## src/rtl/mips_pkg.sv

```systemverilog
// Shared MIPS encodings for the decode/operand stage: widths, ALUOp values,
// R-type funct codes and the ALU Operation field driven into the 32-bit ALU.
package mips_pkg;

  localparam int DATA_W = 32;
  localparam int ADDR_W = 5;
  localparam int REG_N  = 32;

  // ALUOp as produced by the main control unit.
  typedef enum logic [1:0] {
    ALUOP_ADD   = 2'b00,  // lw/sw address calculation
    ALUOP_SUB   = 2'b01,  // beq comparison
    ALUOP_RTYPE = 2'b10,  // look at funct
    ALUOP_RSVD  = 2'b11
  } aluop_e;

  localparam logic [5:0] FUNCT_ADD = 6'b100000;
  localparam logic [5:0] FUNCT_SUB = 6'b100010;
  localparam logic [5:0] FUNCT_AND = 6'b100100;
  localparam logic [5:0] FUNCT_OR  = 6'b100101;
  localparam logic [5:0] FUNCT_SLT = 6'b101010;

  // ALU Operation select (result mux inside the ALU).
  typedef enum logic [1:0] {
    OP_AND = 2'b00,
    OP_OR  = 2'b01,
    OP_ADD = 2'b10,
    OP_SLT = 2'b11
  } alu_op_e;

  // Control bundle carried through the ID/EX register.
  typedef struct packed {
    logic    binvert;
    logic    carryin;
    alu_op_e operation;
    logic    illegal;
  } alu_ctrl_t;

endpackage

```

## src/rtl/regfile_2r1w.sv

```systemverilog
// 2-read / 1-write register file with r0 hardwired to zero and a same-cycle
// write-back bypass so a reader never sees the value being overwritten.
module regfile_2r1w #(
  parameter int DATA_W = 32,
  parameter int REG_N  = 32,
  parameter int ADDR_W = 5
) (
  input  logic              clk,
  input  logic              rst_n,
  input  logic [ADDR_W-1:0] raddr1_i,
  input  logic [ADDR_W-1:0] raddr2_i,
  output logic [DATA_W-1:0] rdata1_o,
  output logic [DATA_W-1:0] rdata2_o,
  input  logic              wen_i,
  input  logic [ADDR_W-1:0] waddr_i,
  input  logic [DATA_W-1:0] wdata_i
);

  logic [DATA_W-1:0] mem_q [REG_N];

  // Register array: cleared on reset, written on the rising edge except r0.
  // NOTE: the array is reset explicitly because architectural state must read
  // as zero after reset; this rules out mapping it onto a RAM macro.
  // NOTE: sequential state uses <= so every entry updates from pre-edge values.
  always_ff @(posedge clk or negedge rst_n) begin
    if (!rst_n) begin
      for (int i = 0; i < REG_N; i++) begin
        mem_q[i] <= '0;
      end
    end else if (wen_i && (waddr_i != '0)) begin
      mem_q[waddr_i] <= wdata_i;
    end
  end

  // Read ports: r0 forced to zero, otherwise bypass a matching write-back.
  // NOTE: each output gets a value on every path, so no latch is inferred.
  always_comb begin
    rdata1_o = mem_q[raddr1_i];
    rdata2_o = mem_q[raddr2_i];
    if (raddr1_i == '0) begin
      rdata1_o = '0;
    end else if (wen_i && (waddr_i == raddr1_i)) begin
      rdata1_o = wdata_i;
    end
    if (raddr2_i == '0) begin
      rdata2_o = '0;
    end else if (wen_i && (waddr_i == raddr2_i)) begin
      rdata2_o = wdata_i;
    end
  end

endmodule

```

## src/rtl/id_ex_operand_stage.sv

```systemverilog
// ID/EX operand stage: reads operands from the register file, decodes
// ALUOp/funct into ALU controls and registers both into a valid/ready
// pipeline register whose outputs drive the ALU directly.
module id_ex_operand_stage #(
  parameter int DATA_W = mips_pkg::DATA_W,
  parameter int REG_N  = mips_pkg::REG_N,
  parameter int ADDR_W = mips_pkg::ADDR_W
) (
  input  logic              clk,
  input  logic              rst_n,
  input  logic              id_valid,
  output logic              id_ready,
  input  logic [ADDR_W-1:0] id_rs,
  input  logic [ADDR_W-1:0] id_rt,
  input  logic [ADDR_W-1:0] id_rd,
  input  logic [1:0]        id_aluop,
  input  logic [5:0]        id_funct,
  input  logic              wb_en,
  input  logic [ADDR_W-1:0] wb_addr,
  input  logic [DATA_W-1:0] wb_data,
  input  logic              flush,
  input  logic              ex_ready,
  output logic              ex_valid,
  output logic [DATA_W-1:0] ex_in1,
  output logic [DATA_W-1:0] ex_in2,
  output logic              ex_binvert,
  output logic              ex_carryin,
  output logic [1:0]        ex_operation,
  output logic [ADDR_W-1:0] ex_rd,
  output logic              ex_illegal
);

  import mips_pkg::*;

  logic [DATA_W-1:0] rs_data, rt_data;
  alu_ctrl_t         ctrl_d, ctrl_q;
  aluop_e            aluop;
  logic              accept;
  logic              valid_d, valid_q;
  logic [DATA_W-1:0] in1_q, in2_q;
  logic [ADDR_W-1:0] rd_q;

  regfile_2r1w #(
    .DATA_W (DATA_W),
    .REG_N  (REG_N),
    .ADDR_W (ADDR_W)
  ) u_regfile (
    .clk      (clk),
    .rst_n    (rst_n),
    .raddr1_i (id_rs),
    .raddr2_i (id_rt),
    .rdata1_o (rs_data),
    .rdata2_o (rt_data),
    .wen_i    (wb_en),
    .waddr_i  (wb_addr),
    .wdata_i  (wb_data)
  );

  assign aluop = aluop_e'(id_aluop);

  // ALU control decode; unsupported encodings fall back to ADD and flag illegal.
  always_comb begin
    ctrl_d = '{binvert: 1'b0, carryin: 1'b0, operation: OP_ADD, illegal: 1'b0};
    case (aluop)
      ALUOP_ADD: ;
      ALUOP_SUB: begin
        ctrl_d.binvert = 1'b1;
        ctrl_d.carryin = 1'b1;
      end
      ALUOP_RTYPE: begin
        case (id_funct)
          FUNCT_ADD: ;
          FUNCT_SUB: begin
            ctrl_d.binvert = 1'b1;
            ctrl_d.carryin = 1'b1;
          end
          FUNCT_AND: ctrl_d.operation = OP_AND;
          FUNCT_OR:  ctrl_d.operation = OP_OR;
          FUNCT_SLT: begin
            ctrl_d.binvert   = 1'b1;
            ctrl_d.carryin   = 1'b1;
            ctrl_d.operation = OP_SLT;
          end
          default:   ctrl_d.illegal = 1'b1;
        endcase
      end
      default: ctrl_d.illegal = 1'b1;
    endcase
  end

  // Handshake: accept when the register is empty or being drained; flush
  // overrides a same-cycle accept but never back-pressures upstream.
  always_comb begin
    id_ready = !valid_q || ex_ready;
    accept   = id_valid && id_ready;
    if (flush) begin
      valid_d = 1'b0;
    end else if (accept) begin
      valid_d = 1'b1;
    end else if (ex_ready) begin
      valid_d = 1'b0;
    end else begin
      valid_d = valid_q;
    end
  end

  // ID/EX pipeline register: payload only moves on accept, so it holds
  // through stalls and keeps stale values once drained.
  always_ff @(posedge clk or negedge rst_n) begin
    if (!rst_n) begin
      valid_q <= 1'b0;
      in1_q   <= '0;
      in2_q   <= '0;
      rd_q    <= '0;
      ctrl_q  <= '0;
    end else begin
      valid_q <= valid_d;
      if (accept) begin
        in1_q  <= rs_data;
        in2_q  <= rt_data;
        rd_q   <= id_rd;
        ctrl_q <= ctrl_d;
      end
    end
  end

  assign ex_valid     = valid_q;
  assign ex_in1       = in1_q;
  assign ex_in2       = in2_q;
  assign ex_rd        = rd_q;
  assign ex_binvert   = ctrl_q.binvert;
  assign ex_carryin   = ctrl_q.carryin;
  assign ex_operation = ctrl_q.operation;
  assign ex_illegal   = ctrl_q.illegal;

endmodule
```

## config.mk

```make
export PLATFORM = sky130hd
export DESIGN_NAME = id_ex_operand_stage
export DESIGN_NICKNAME = d
export VERILOG_FILES = /design/src/rtl/mips_pkg.sv /design/src/rtl/regfile_2r1w.sv /design/src/rtl/id_ex_operand_stage.sv
export SDC_FILE = /design/constraint.sdc
export NUM_CORES = 2
export LEC_CHECK = 0
export CAP_MARGIN = 25
export CORE_MARGIN = 2
export CORE_UTILIZATION = 40
export CTS_CLUSTER_DIAMETER = 30
export DETAILED_ROUTE_END_ITERATION = 6
export GPL_ROUTABILITY_DRIVEN = 0
export HOLD_SLACK_MARGIN = 0.08
export PLACE_DENSITY = 0.59
export SLEW_MARGIN = 10
export SYNTH_ARGS = -nofsm -noshare
export SYNTH_HDL_FRONTEND = slang
export SYNTH_SLANG_ARGS = --single-unit
```

## constraint.sdc

```tcl
create_clock -name clk -period 2.3 [get_ports clk]
set_input_delay 0.575 -clock clk [delete_from_list [all_inputs] [get_ports clk]]
set_output_delay 0.575 -clock clk [all_outputs]
set_load 0.01 [all_outputs]
```

==> qor.txt <==
FF+latch count, synth - 1098
Synth top area cells - dfrtp_1 47%, mux2_2 19%, mux4_2 15%
Critical path class - input pin to flop
Hold WC Path Type - input pin to flop
CTS tree - done
Hpwl dp - 150000 um
Die area - 149000 sq um
Number of global-route vias before repair - 44600
First-iteration detailed-routing DRC count - 4335
Simple-gate share of the synthesized area - 2.13%
Startpoint class of the critical path - input pin
Seq/Total Area, Yosys - 47.0%
Max Fclk - 440 MHz
Initial Utilization - 40.2%
Final setup violation count - 0
Root Driver - clkbuf_16
Vias after detailed routing - 43100
Clock Sinks - 1098
Ports - 142
Total track usage - 29.8%
Reg clk slew, reported paths - 40 ps
Port bufs - 141
Die height - 386 um
Fin area - 76700 sq um
# DRC - 0
Later-pin clock latency in the skew report - 920 ps
Wire length of the first global-routing pass - 322000 um
Tightest Pin Transition - 1040 ps
Compound-cell area share of the yosys netlist - 7.84%
DRT antenna net count - 0
Antenna violations before repair - 12
Total grt overflow - 0
Reg2Reg Setup Slack - 100 ps
Tot Pwr - 0.0783 W
Syn Inst Count - 4105
Final Hold Vio Count - 0
Largest net degree at the start of global routing - 94
Syn_nets - 4174
# rows - 140
Fin crit period - 2270 ps
Largest family of logic cells by synthesized area - multiplexers
Fraction of layout cells with a size suffix above 1 - 52.5%
Average vias per placed instance - 6.34
Router iterations before antenna repair - 5
Pins Over Slew Limit - 0
Fin cells - 6798
Dpl cells - 6302
Synth Flop Type - dfrtp_1
Worst Path Required - 3100 ps
Clock skew - 56.3 ps
Core ar. - 145000 sq um
Most frequent cells after synthesis - 1098 x dfrtp_1, 992 x mux2_2, 396 x mux4_2, 254 x mux2i_1, 241 x clkbuf_1
Min-delay src - flush
CP Capture Type - flop
Post-synth EDFFs - 0
Syn Std Cell Area - 58500 sq um
Pwr dens - 1020 nW/um^2
Min setup slack post-route - 28.6 ps
Placed cell area - 67300 sq um
Post-route clock period utilization - 98.8%
Yosys top cell by area - dfrtp_1
Total wire length - 221000 um
Worst R2R Path Depth - 6
Unrepaired setup endpoints after global routing - no
Count leader, synth - dfrtp_1
Worst slack, placed - -798 ps
Htree depth - 5
DIE WIDTH - 386 um
Worst IR Drop VDD - 0.000824 V
Wirelength per Cell - 32.5 um
Final core occ - 52.8%
Hold Path Sink - ex_valid$_DFFE_PN0P_
Synth unique cells - 58
Max-slew headroom - 30.6%
Max_cap viols - 0
XOR/XNOR Fraction of Synth Area - 0.150%
Critical path, cell by cell - buf_8, buf_12, buf_4, buf_4, mux2i_1, a221oi_1, o21ai_0, a2111oi_0, a2111o_1
Async set-reset flop share out of synthesis - 100%
Most frequent CP cell - buf_4
Hold depth - 2
Avg Cell Area, Syn - 14.2 sq um
Outcome - complete, no violations
Multiplexer share of the synthesized area - 38.9%
Slowest stage cell, crit path - a2111oi_0
Top cell type's share of synthesized area - 47.0%
Syn-to-layout area delta - 31.2%
Critical Path Max Stage Delay - 810 ps
Leak - 34.0 nW
Nets - 4745
Clock tree buffer depth - 4
CP Max Fanout - 27
Worst reg2reg path endpoint - ex_in2[28]$_DFFE_PN0P_
CTS Buf Count - 284
Synth Area in Adders - 0.0642%
Count of warnings emitted by yosys - 0
CP Launch Point - id_rt[0]
CP arrival - 3070 ps
FF-to-FF Start - u_regfile.mem_q[924]$_DFFE_PN0P_
[layout make-up]
type / instances / area (sq um)
inverters: 6 / 28.8
well taps: 1917 / 2400
fillers: 12100 / 68700
clock inverters: 122 / 1510
flip-flops and latches: 1098 / 27500
diodes: 3 / 7.51
multi-input cells: 2531 / 29000
clock buffers: 366 / 7940
repair buffers: 755 / 8290
[metrics by stage]
step / TNS (ps) / hold WS (ps)
detailed placement: -437720 / 383
CTS: 0 / 199
finish: 0 / 237
global placement: -451110 / 380
global route: 0 / 222
floorplan: -284 / 279
[report_power, final]
group          total [W]  switching, W  leakage (nW)  internal (W)
logic             0.0127       0.00534          15.3       0.00734
registers         0.0263       0.00319          14.1        0.0231
clock network     0.0394        0.0119          4.64        0.0275
total             0.0783        0.0204          34.0        0.0579
[critical path: cells and delay by family]
kind	cells	cell delay, ps
compound gates	4	1540
buf+inv	4	830
mux	1	60
[layout by cell type (no fill, tap or decap), types with 10 or more instances in the layout]
cell,instances
a21oi_1,28
clkbuf_16,288
clkbuf_1,34
o21ai_0,87
a22oi_1,64
o221ai_1,20
a221oi_1,86
bufinv_16,31
or3_1,18
xnor2_1,10
clkdlybuf4s50_1,55
dlygate4sd2_1,71
a211oi_1,39
a2111oi_1,14
clkinvlp_4,18
o311ai_0,21
nor3_1,22
a22o_1,35
mux2_1,12
mux4_2,396
o211ai_1,42
dfrtp_2,21
a221o_1,58
nand2_4,12
clkinv_2,55
mux2i_1,254
mux2_2,992
buf_12,188
nand2_1,142
buf_4,427
o22ai_1,26
nor2_4,16
dfrtp_1,1077
o31ai_1,24
clkbuf_8,44
[cells by family (layout without fill, tap and decap cells)]
kind of cell	count (synthesis)	after routing
flops	1098	1098
other cells	0	3
mux	1654	1654
xor+xnor	10	10
buf+inv	476	1249
compound gates	594	594
simple gates	270	270
fa+ha+maj	3	3
[metal layers]
| metal | GRT usage, % | part of all wire [%] | up-vias |
|---|---|---|---|
| li1 | - | - | 17300 |
| met1 | 40.6 | 41 | 23100 |
| met2 | 45.5 | 45 | 2226 |
| met3 | 7.35 | 8.9 | 509 |
| met4 | 12.2 | 4.4 | 2 |
| met5 | 0 | 0.0041 | - |
[state kept, by name, summed over array words and instances (netlist names)]
| name | count |
|---|---|
| ex_rd | 5 |
| ex_illegal | 1 |
| ex_in1 | 32 |
| ex_in2 | 32 |
| ex_operation | 2 |
| ex_binvert | 1 |
| u_regfile.mem_q | 1024 |
| ex_valid | 1 |
[how the worst max path moves through the flow]
stage / endpoint
final: ex_in2[6]$_DFFE_PN0P_
after global routing: ex_in2[21]
after CTS: ex_in2[21]
after detailed placement: ex_in2[6]$_DFFE_PN0P_
after global placement: ex_in2[6]$_DFFE_PN0P_
after floorplan: ex_in2[7]$_DFFE_PN0P_
[what timing repair did]
action,CTS,global route
hold buffers,1,0
gates resized for setup,107,0
setup buffers,4,0
endpoints found under the hold margin,607,0
endpoints found under the setup margin,76,0
No activity file was read; power rests on OpenSTA's default activity.
